--- src/rtl/fetch_pkg.sv ---
// Shared widths, PC increment and buffer entry type for the fetch stage.
package fetch_pkg;
  localparam int unsigned XLEN   = 32;
  localparam int unsigned INST_W = 32;
  localparam logic [XLEN-1:0] PC_STEP = 32'd4;

  typedef struct packed {
    logic [INST_W-1:0] inst;
    logic [XLEN-1:0]   pc;
  } fetch_entry_t;
endpackage

--- src/rtl/fetch_fifo.sv ---
// Synchronous FIFO of fetched instruction/PC pairs; flush overrides push and pop.
module fetch_fifo
  import fetch_pkg::*;
#(
  parameter int unsigned DEPTH = 4
) (
  input  logic                       clk,
  input  logic                       rst_n,
  input  logic                       flush,
  input  logic                       push,
  input  fetch_entry_t               push_data,
  input  logic                       pop,
  output fetch_entry_t               head,
  output logic [$clog2(DEPTH):0]     count
);
  localparam int unsigned AW = $clog2(DEPTH);
  localparam int unsigned CW = AW + 1;

  fetch_entry_t   mem [DEPTH];
  logic [AW-1:0]  wr_ptr;
  logic [AW-1:0]  rd_ptr;
  logic           do_push;
  logic           do_pop;

  always_comb begin
    do_push = push && !flush;
    do_pop  = pop && !flush && (count != '0);
  end

  always_ff @(posedge clk) begin
    if (!rst_n || flush) begin
      wr_ptr <= '0;
      rd_ptr <= '0;
      count  <= '0;
    end else begin
      if (do_push) wr_ptr <= wr_ptr + AW'(1);
      if (do_pop)  rd_ptr <= rd_ptr + AW'(1);
      count <= count + CW'(do_push) - CW'(do_pop);
    end
  end

  always_ff @(posedge clk) begin
    if (do_push) mem[wr_ptr] <= push_data;
  end

  assign head = mem[rd_ptr];
endmodule

--- src/rtl/fetch_unit.sv ---
// Instruction fetch with credit-limited prefetch into an in-order buffer;
// redirects flush the buffer and drop responses still in flight.
module fetch_unit
  import fetch_pkg::*;
#(
  parameter logic [31:0] RESET_PC = 32'h0000_0000,
  parameter int unsigned DEPTH    = 4
) (
  input  logic        clk,
  input  logic        rst_n,
  input  logic        redirect_valid,
  input  logic [31:0] redirect_pc,
  output logic        mem_req_valid,
  output logic [31:0] mem_req_addr,
  input  logic        mem_req_ready,
  input  logic        mem_rsp_valid,
  input  logic [31:0] mem_rsp_data,
  output logic        inst_valid,
  output logic [31:0] inst_data,
  output logic [31:0] inst_pc,
  input  logic        inst_ready
);
  localparam int unsigned CW = $clog2(DEPTH) + 1;
  localparam logic [CW:0] DEPTH_W = (CW + 1)'(DEPTH);

  logic [XLEN-1:0] fetch_pc;
  logic [XLEN-1:0] rsp_pc;
  logic [CW-1:0]   outstanding;
  logic [CW-1:0]   outstanding_nxt;
  logic [CW-1:0]   discard;
  logic [CW-1:0]   count;
  logic [XLEN-1:0] target_pc;
  logic            req_fire;
  logic            pop;
  logic            push;
  fetch_entry_t    push_entry;
  fetch_entry_t    head;

  always_comb begin
    mem_req_valid   = ({1'b0, outstanding} + {1'b0, count}) < DEPTH_W;
    mem_req_addr    = fetch_pc;
    req_fire        = mem_req_valid && mem_req_ready;
    inst_valid      = count != '0;
    inst_data       = head.inst;
    inst_pc         = head.pc;
    pop             = inst_valid && inst_ready;
    outstanding_nxt = outstanding + CW'(req_fire) - CW'(mem_rsp_valid);
    target_pc       = redirect_pc & ~32'd3;
    // A response landing in a redirect cycle belongs to the old stream.
    push            = mem_rsp_valid && (discard == '0) && !redirect_valid;
    push_entry.inst = mem_rsp_data;
    push_entry.pc   = rsp_pc;
  end

  always_ff @(posedge clk) begin
    if (!rst_n) begin
      fetch_pc    <= RESET_PC;
      rsp_pc      <= RESET_PC;
      outstanding <= '0;
      discard     <= '0;
    end else begin
      outstanding <= outstanding_nxt;
      if (redirect_valid) begin
        fetch_pc <= target_pc;
        rsp_pc   <= target_pc;
        discard  <= outstanding_nxt;
      end else begin
        if (req_fire) fetch_pc <= fetch_pc + PC_STEP;
        if (mem_rsp_valid) begin
          if (discard != '0) discard <= discard - CW'(1);
          else               rsp_pc  <= rsp_pc + PC_STEP;
        end
      end
    end
  end

  fetch_fifo #(.DEPTH(DEPTH)) u_fifo (
    .clk       (clk),
    .rst_n     (rst_n),
    .flush     (redirect_valid),
    .push      (push),
    .push_data (push_entry),
    .pop       (pop),
    .head      (head),
    .count     (count)
  );
endmodule

--- config.mk ---
export PLATFORM = sky130hd
export DESIGN_NAME = fetch_unit
export DESIGN_NICKNAME = d
export VERILOG_FILES = /design/src/rtl/fetch_pkg.sv /design/src/rtl/fetch_fifo.sv /design/src/rtl/fetch_unit.sv
export SDC_FILE = /design/constraint.sdc
export NUM_CORES = 1
export LEC_CHECK = 0
export ABC_AREA = 1
export ABC_CLOCK_PERIOD_IN_PS = 6960
export CORE_MARGIN = 4
export CORE_UTILIZATION = 56
export CTS_CLUSTER_SIZE = 28
export DETAILED_ROUTE_END_ITERATION = 7
export GPL_ROUTABILITY_DRIVEN = 0
export MAX_ROUTING_LAYER = met4
export PLACE_DENSITY = 0.8
export SKIP_LAST_GASP = 1
export SYNTH_ARGS = -nofsm -noshare
export SYNTH_HDL_FRONTEND = slang
export SYNTH_HIERARCHICAL = 1
export SYNTH_SLANG_ARGS = --single-unit
--- constraint.sdc ---
create_clock -name clk -period 6.96 [get_ports clk]
set_input_delay 1.74 -clock clk [delete_from_list [all_inputs] [get_ports clk]]
set_output_delay 1.74 -clock clk [all_outputs]
set_load 0.1 [all_outputs]
==> Word level (Yosys, flattened, before mapping) <==
Memory sizes are Yosys's and may differ from the RTL's. A register that Yosys moved wholly into a read port is not among the register bits.
Cells that the tools add are included.
{ "op_classes": {"add_sub_neg": 10, "magnitude_cmp": 1, "n_eq_ne": 1, "n_mux": 12, "bitwise_logic": 2, "reduce_logical": 20} }
{ "ops": {"columns": ["operator", "count"], "rows": [
  ["$mux W32", 5],
  ["$add A32 B3 Y32 const B", 2],
  ["$mux W3", 3],
  ["$logic_and A1 B1 Y1", 7],
  ["$add A3 B1 Y3", 2],
  ["$reduce_and A2 Y1", 3],
  ["$reduce_bool A2 Y1", 3],
  ["$reduce_bool A3 Y1", 2],
  ["$sub A3 B1 Y3", 2],
  ["$add A2 B1 Y2 const B", 2],
  ["$add A3 B3 Y4", 1],
  ["$lt A4 B3 Y1 const B", 1],
  ["$mux W2", 2],
  ["$logic_not A3 Y1", 1],
  ["$sub A3 B1 Y3 const B", 1],
  ["$logic_not A1 Y1", 2],
  ["$mux W1", 2],
  ["$ne A2 B2 Y1 const B", 1],
  ["$not A1 Y1", 2],
  ["$reduce_or A2 Y1", 1],
  ["$logic_or A1 B1 Y1", 1]
]} }
{ "totals": {"regBits": 77, "ram_bits": 256, "input_bits": 70, "output_inout_bits": 98, "word_cells": 56, "memories": 1} }
{ "memory_table": {"columns": ["memory", "depth", "word_bits", "read_ports", "rd_ports_with_merged_regs", "write_ports", "line", "rtl"], "rows": [
  ["u_fifo.mem", 4, 64, 1, 1, 1, "fetch_fifo.sv:19", "fetch_entry_t mem [DEPTH];"]
]} }

==> Depth between registers and ports, before layout <==
{ "depth": {"depth_word": 6, "ltp_mapped": 15, "depth_no_buf": 14} }

==> Hierarchy <==
The synthesis kept the hierarchy.
{ "modules_own_cells": {"columns": ["module", "instances", "cells_each", "area_per_inst_um2", "seq_area_each_um2"], "rows": [
  ["fetch_fifo", 1, 681, 9959.6, 7867.5],
  ["fetch_unit", 1, 725, 4554.4, 1321.3]
]} }

==> Worst setup path after synthesis <==
No wires, ideal clock.
{ "synth_path": {"path_type": "input-to-reg", "startpoint": "input port mem_rsp_valid", "endpoint": "memory u_fifo/mem[0][0] (netlist name) (enable)", "arrival_ps": 5205, "t_required_ps": 6473, "slack_ps": 1269, "cell_stages": 7, "path_cell_list": "inv_1 > nor2_8 > inv_2 > nor2_4 > buf_4 > nand2_1 > nor2_1"} }
{ "synth_via": {"elab_chain_len": 5} }
{ "synth_rtl": {"columns": ["element", "line", "rtl"], "rows": [
  ["start, declared", "fetch_unit.sv:16", "input logic mem_rsp_valid,"],
  ["$logic_and A1 B1 Y1 (2 in a row)", "fetch_unit.sv:50", "push = mem_rsp_valid && (discard == '0) && !redirect_valid;"],
  ["named net push", "fetch_unit.sv:35", "logic push;"],
  ["$logic_and A1 B1 Y1", "fetch_fifo.sv:26", "do_push = push && !flush;"],
  ["$mux W1", "fetch_fifo.sv:43", "if (do_push) mem[wr_ptr] <= push_data;"],
  ["$mux W1 (implied by the code)", "fetch_fifo.sv:43", null],
  ["end, declared", "fetch_fifo.sv:19", null]
]} }
The timed path passes the listed nets, and every way through them passes these cells.

==> run_results.csv <==
group,metric,value,unit
layout,post-route-util,68.5,%
clock_tree,clkTransAtPathRegs,0.06,ns
global_routing,grt_use_total,23.3,%
critical_path,timing.rr.start,"discard[0]",
critical_path,cp.required,5.22,ns
global_routing,antenna_found_initial,1,
critical_path,path_max_fanout,97,
global_routing,grt-ovfl-total,0,
global_routing,use_met1,30.7,%
clock_tree,root_buffer,"clkbuf_16",
routing,drcViolationCount,0,
layout,syn_to_final_growth,19.6,%
critical_path,crit_family,"buffers and inverters",
clock_tree,h-tree-depth,2,
timing,worst_pin_slew,1.09,ns
layout,drive_above_1_share,7.01,%
routing,ant_nets,0,
routing,viasPerCell,5.64,
timing,period_needed,5.50,ns
clock_tree,post_cts_resized,0,
timing,slew_headroom,26.9,%
floorplanning,core_area,25300,sq um
global_routing,grt_max_degree,98,
status,status,"complete, no violations",
global_routing,grt_pass1_wl,52.0,mm
clock_tree,holdBufCountCts,0,
critical_path,endpoint_kind,"output port",
routing,drtIter0Drc,1085,
worst_hold_path,min_from,"u_fifo/rd_ptr[0]",
clock_tree,cts.sink_count,331,
floorplanning,die_h,169,um
clock_tree,insertion_delay,0.50,ns
worst_hold_path,min_to,"u_fifo/rd_ptr[0]",
yosys,synthDistinctLibCells,44,
timing,maxSlewViolCount,0,
critical_path,worstSetupPathType,"flop to output port",
yosys,synth.ff_latch_count,331,
clock_tree,cts_tree,"built",
worst_hold_path,hp-class,"flop to flop",
layout,fillers,1798,
power,irDropWorstVdd,0.176,mV
yosys,synth_area_per_cell,10.3,sq um
global_routing,grtUsageMet2,37.8,%
worst_hold_path,min_path_cells,2,
yosys,syn_inst,1406,
critical_path,crit_slowest_cell,"clkdlybuf4s50_1",
layout,finalNonFillerCells,1915,
power,p_leak,6.18,nW
layout,nets,1646,
critical_path,critPathBufInv,3,
yosys,async_flop_share,0,%
floorplanning,floorplan.initialDensity,57.3,%
yosys,ys_warn_count,6,
timing,clock_skew,0.00942,ns
critical_path,startpoint_type,"flop",
yosys,yosysSeqAreaShare,63.3,%
yosys,synth_flop_cell,"edfxtp_1",
critical_path,reg2reg_depth,9,
clock_tree,clockBufferDepth,3,
timing,setup_viol,0,
routing,drt_wl_total,33.4,mm
placement,placement.io_buffers,163,
global_routing,grt_pass1_vias,10300,
job,maxCapViolations,0,
timing,rsz0062_at_grt,"false",
timing,period_share,79.0,%
placement,place_inst,1854,
floorplanning,num_io_pins,168,
routing,dr.pass1.iters,6,
global_routing,grtUsageMet3,3.60,%
clock_tree,numCtsBuffers,34,
critical_path,slowest_delay,1.17,ns
placement,dp_hpwl,20.7,mm
critical_path,rr_endpoint,"u_fifo/mem[3][32]",
timing,max_freq,0.182,GHz
critical_path,crit_arrival,3.76,ns
routing,dr_total_vias,10800,
floorplanning,rows,58,
floorplanning,die_x,169,um
power,cellPowerDensity,265,nW/um^2
timing,tns,0,ns
critical_path,crit_chain,"inv_4, buf_4, o21ai_1, o22ai_1, clkdlybuf4s50_1",
yosys,synth_edf_count,256,
floorplanning,die_area,28600,sq um
critical_path,r2r_setup_slack,3.76,ns
routing,wl_per_cell,17.5,um
layout,final_common_cell,"edfxtp_1",
clock_tree,cts_setup_buffers,0,
yosys,netlist_area,14500,sq um
layout,most-common-layout-cells,"edfxtp_1 (256), nand2_1 (224), nor2_1 (212), clkdlybuf4s50_1 (162), o21ai_0 (109)",
global_routing,top_usage_layer,"met2",
timing,finalHoldViolCount,0,
synthesized netlist by cell type (3+ instances only):
master	n	area, sq um
nand2_1	224	841
nor2_1	216	811
nor2_4	9	101
and3_1	3	18.8
nor2_8	4	80.1
nand2_2	9	56.3
edfxtp_1	256	7690
clkbuf_2	3	15.0
buf_6	15	169
nand3_1	59	295
o22ai_1	64	400
nor2_2	8	50.1
dfxtp_1	75	1500
buf_2	11	55.1
clkbuf_1	24	90.1
o211ai_1	4	30.0
o21ai_1	58	290
o21ai_0	109	546
xor2_1	13	114
inv_2	10	37.5
buf_4	11	82.6
nand4_1	9	56.3
nor3_1	3	15.0
a31oi_1	16	100
inv_1	93	349
a21oi_1	58	290
xnor2_1	7	61.3
ha_1	14	175
power by group:
| part | switching, mW | internal [mW] |
|---|---|---|
| sequential | 0.0656 | 2.19 |
| combinational | 0.446 | 0.169 |
| clock | 0.702 | 1.03 |
worst reg2reg max path: stages (launching register included):
cell and delay (ns):
dfxtp_1 0.31, inv_1 0.09, ha_1 0.16, nand2_2 0.10, nor2_8 0.26, inv_2 0.11, nor2_4 0.39, nand2_1 0.41
nor2_4 0.16, buf_4 0.71
worst max-delay path by stage:
stage / depth (start not counted) / start / slack (ns) / endpoint
2_1_floorplan: 7 / mem_rsp_valid / 1.27 / u_fifo/mem[0][0]
3_3_place_gp: 5 / flop / 2.05 / inst_data[12]
3_5_place_dp: 8 / mem_rsp_valid / 1.98 / u_fifo/mem[3][36]
4_1_cts: 5 / flop / 1.45 / inst_data[23]
5_1_grt: 5 / flop / 1.28 / inst_data[6]
6_report: 5 / flop / 1.46 / inst_data[19]
cell type report:
class                      count  area (sq um)  area share [%]
sequential                   331          9190            53.0
multi-input combinational    916          4590            26.4
timing repair buffer         173          1700            9.80
clock buffer                  42           902            5.20
tap                          330           413            2.38
inverter                     104           393            2.26
clock inverter                18           165           0.951
antenna                        1          2.50          0.0144
per-layer routing:
| layer | wire, um | share of wire (%) |
|---|---|---|
| met5 | 0 | 0 |
| met4 | 658 | 2.0 |
| met3 | 2700 | 8.1 |
| met2 | 16200 | 48 |
| met1 | 13900 | 42 |
through the flow:
stage	total power, mW	setup slack (ns)	hold WS [ns]	area [sq um]
2_1_floorplan	2.73	1.27	0.451	14500
3_3_place_gp	2.90	2.05	0.467	16300
3_5_place_dp	2.91	1.98	0.480	16300
4_1_cts	4.64	1.45	0.507	17400
5_1_grt	4.77	1.28	0.542	17400
6_report	4.61	1.46	0.500	17400
logic make-up after synthesis:
logic type                 count (synthesis)  share of synthesized area [%]
DFF                                      331                           63.3
and+or+nand+nor                          555                           16.7
AOI/OAI and AO/OA                        314                           11.7
buffers and inverters                    168                           5.53
other                                      1                         0.0258
adders and majority gates                 16                           1.48
xor gates and xnor gates                  21                           1.32
state kept, by name, indices dropped and copies added, names as in the netlist, named ones only:
signal / count
u_fifo/mem: 256
mem_req_addr: 30
rsp_pc: 30
discard: 3
outstanding: 3
u_fifo/count: 3
u_fifo/rd_ptr: 2
u_fifo/wr_ptr: 2
Note: power is estimated with default switching activity, not from simulation.
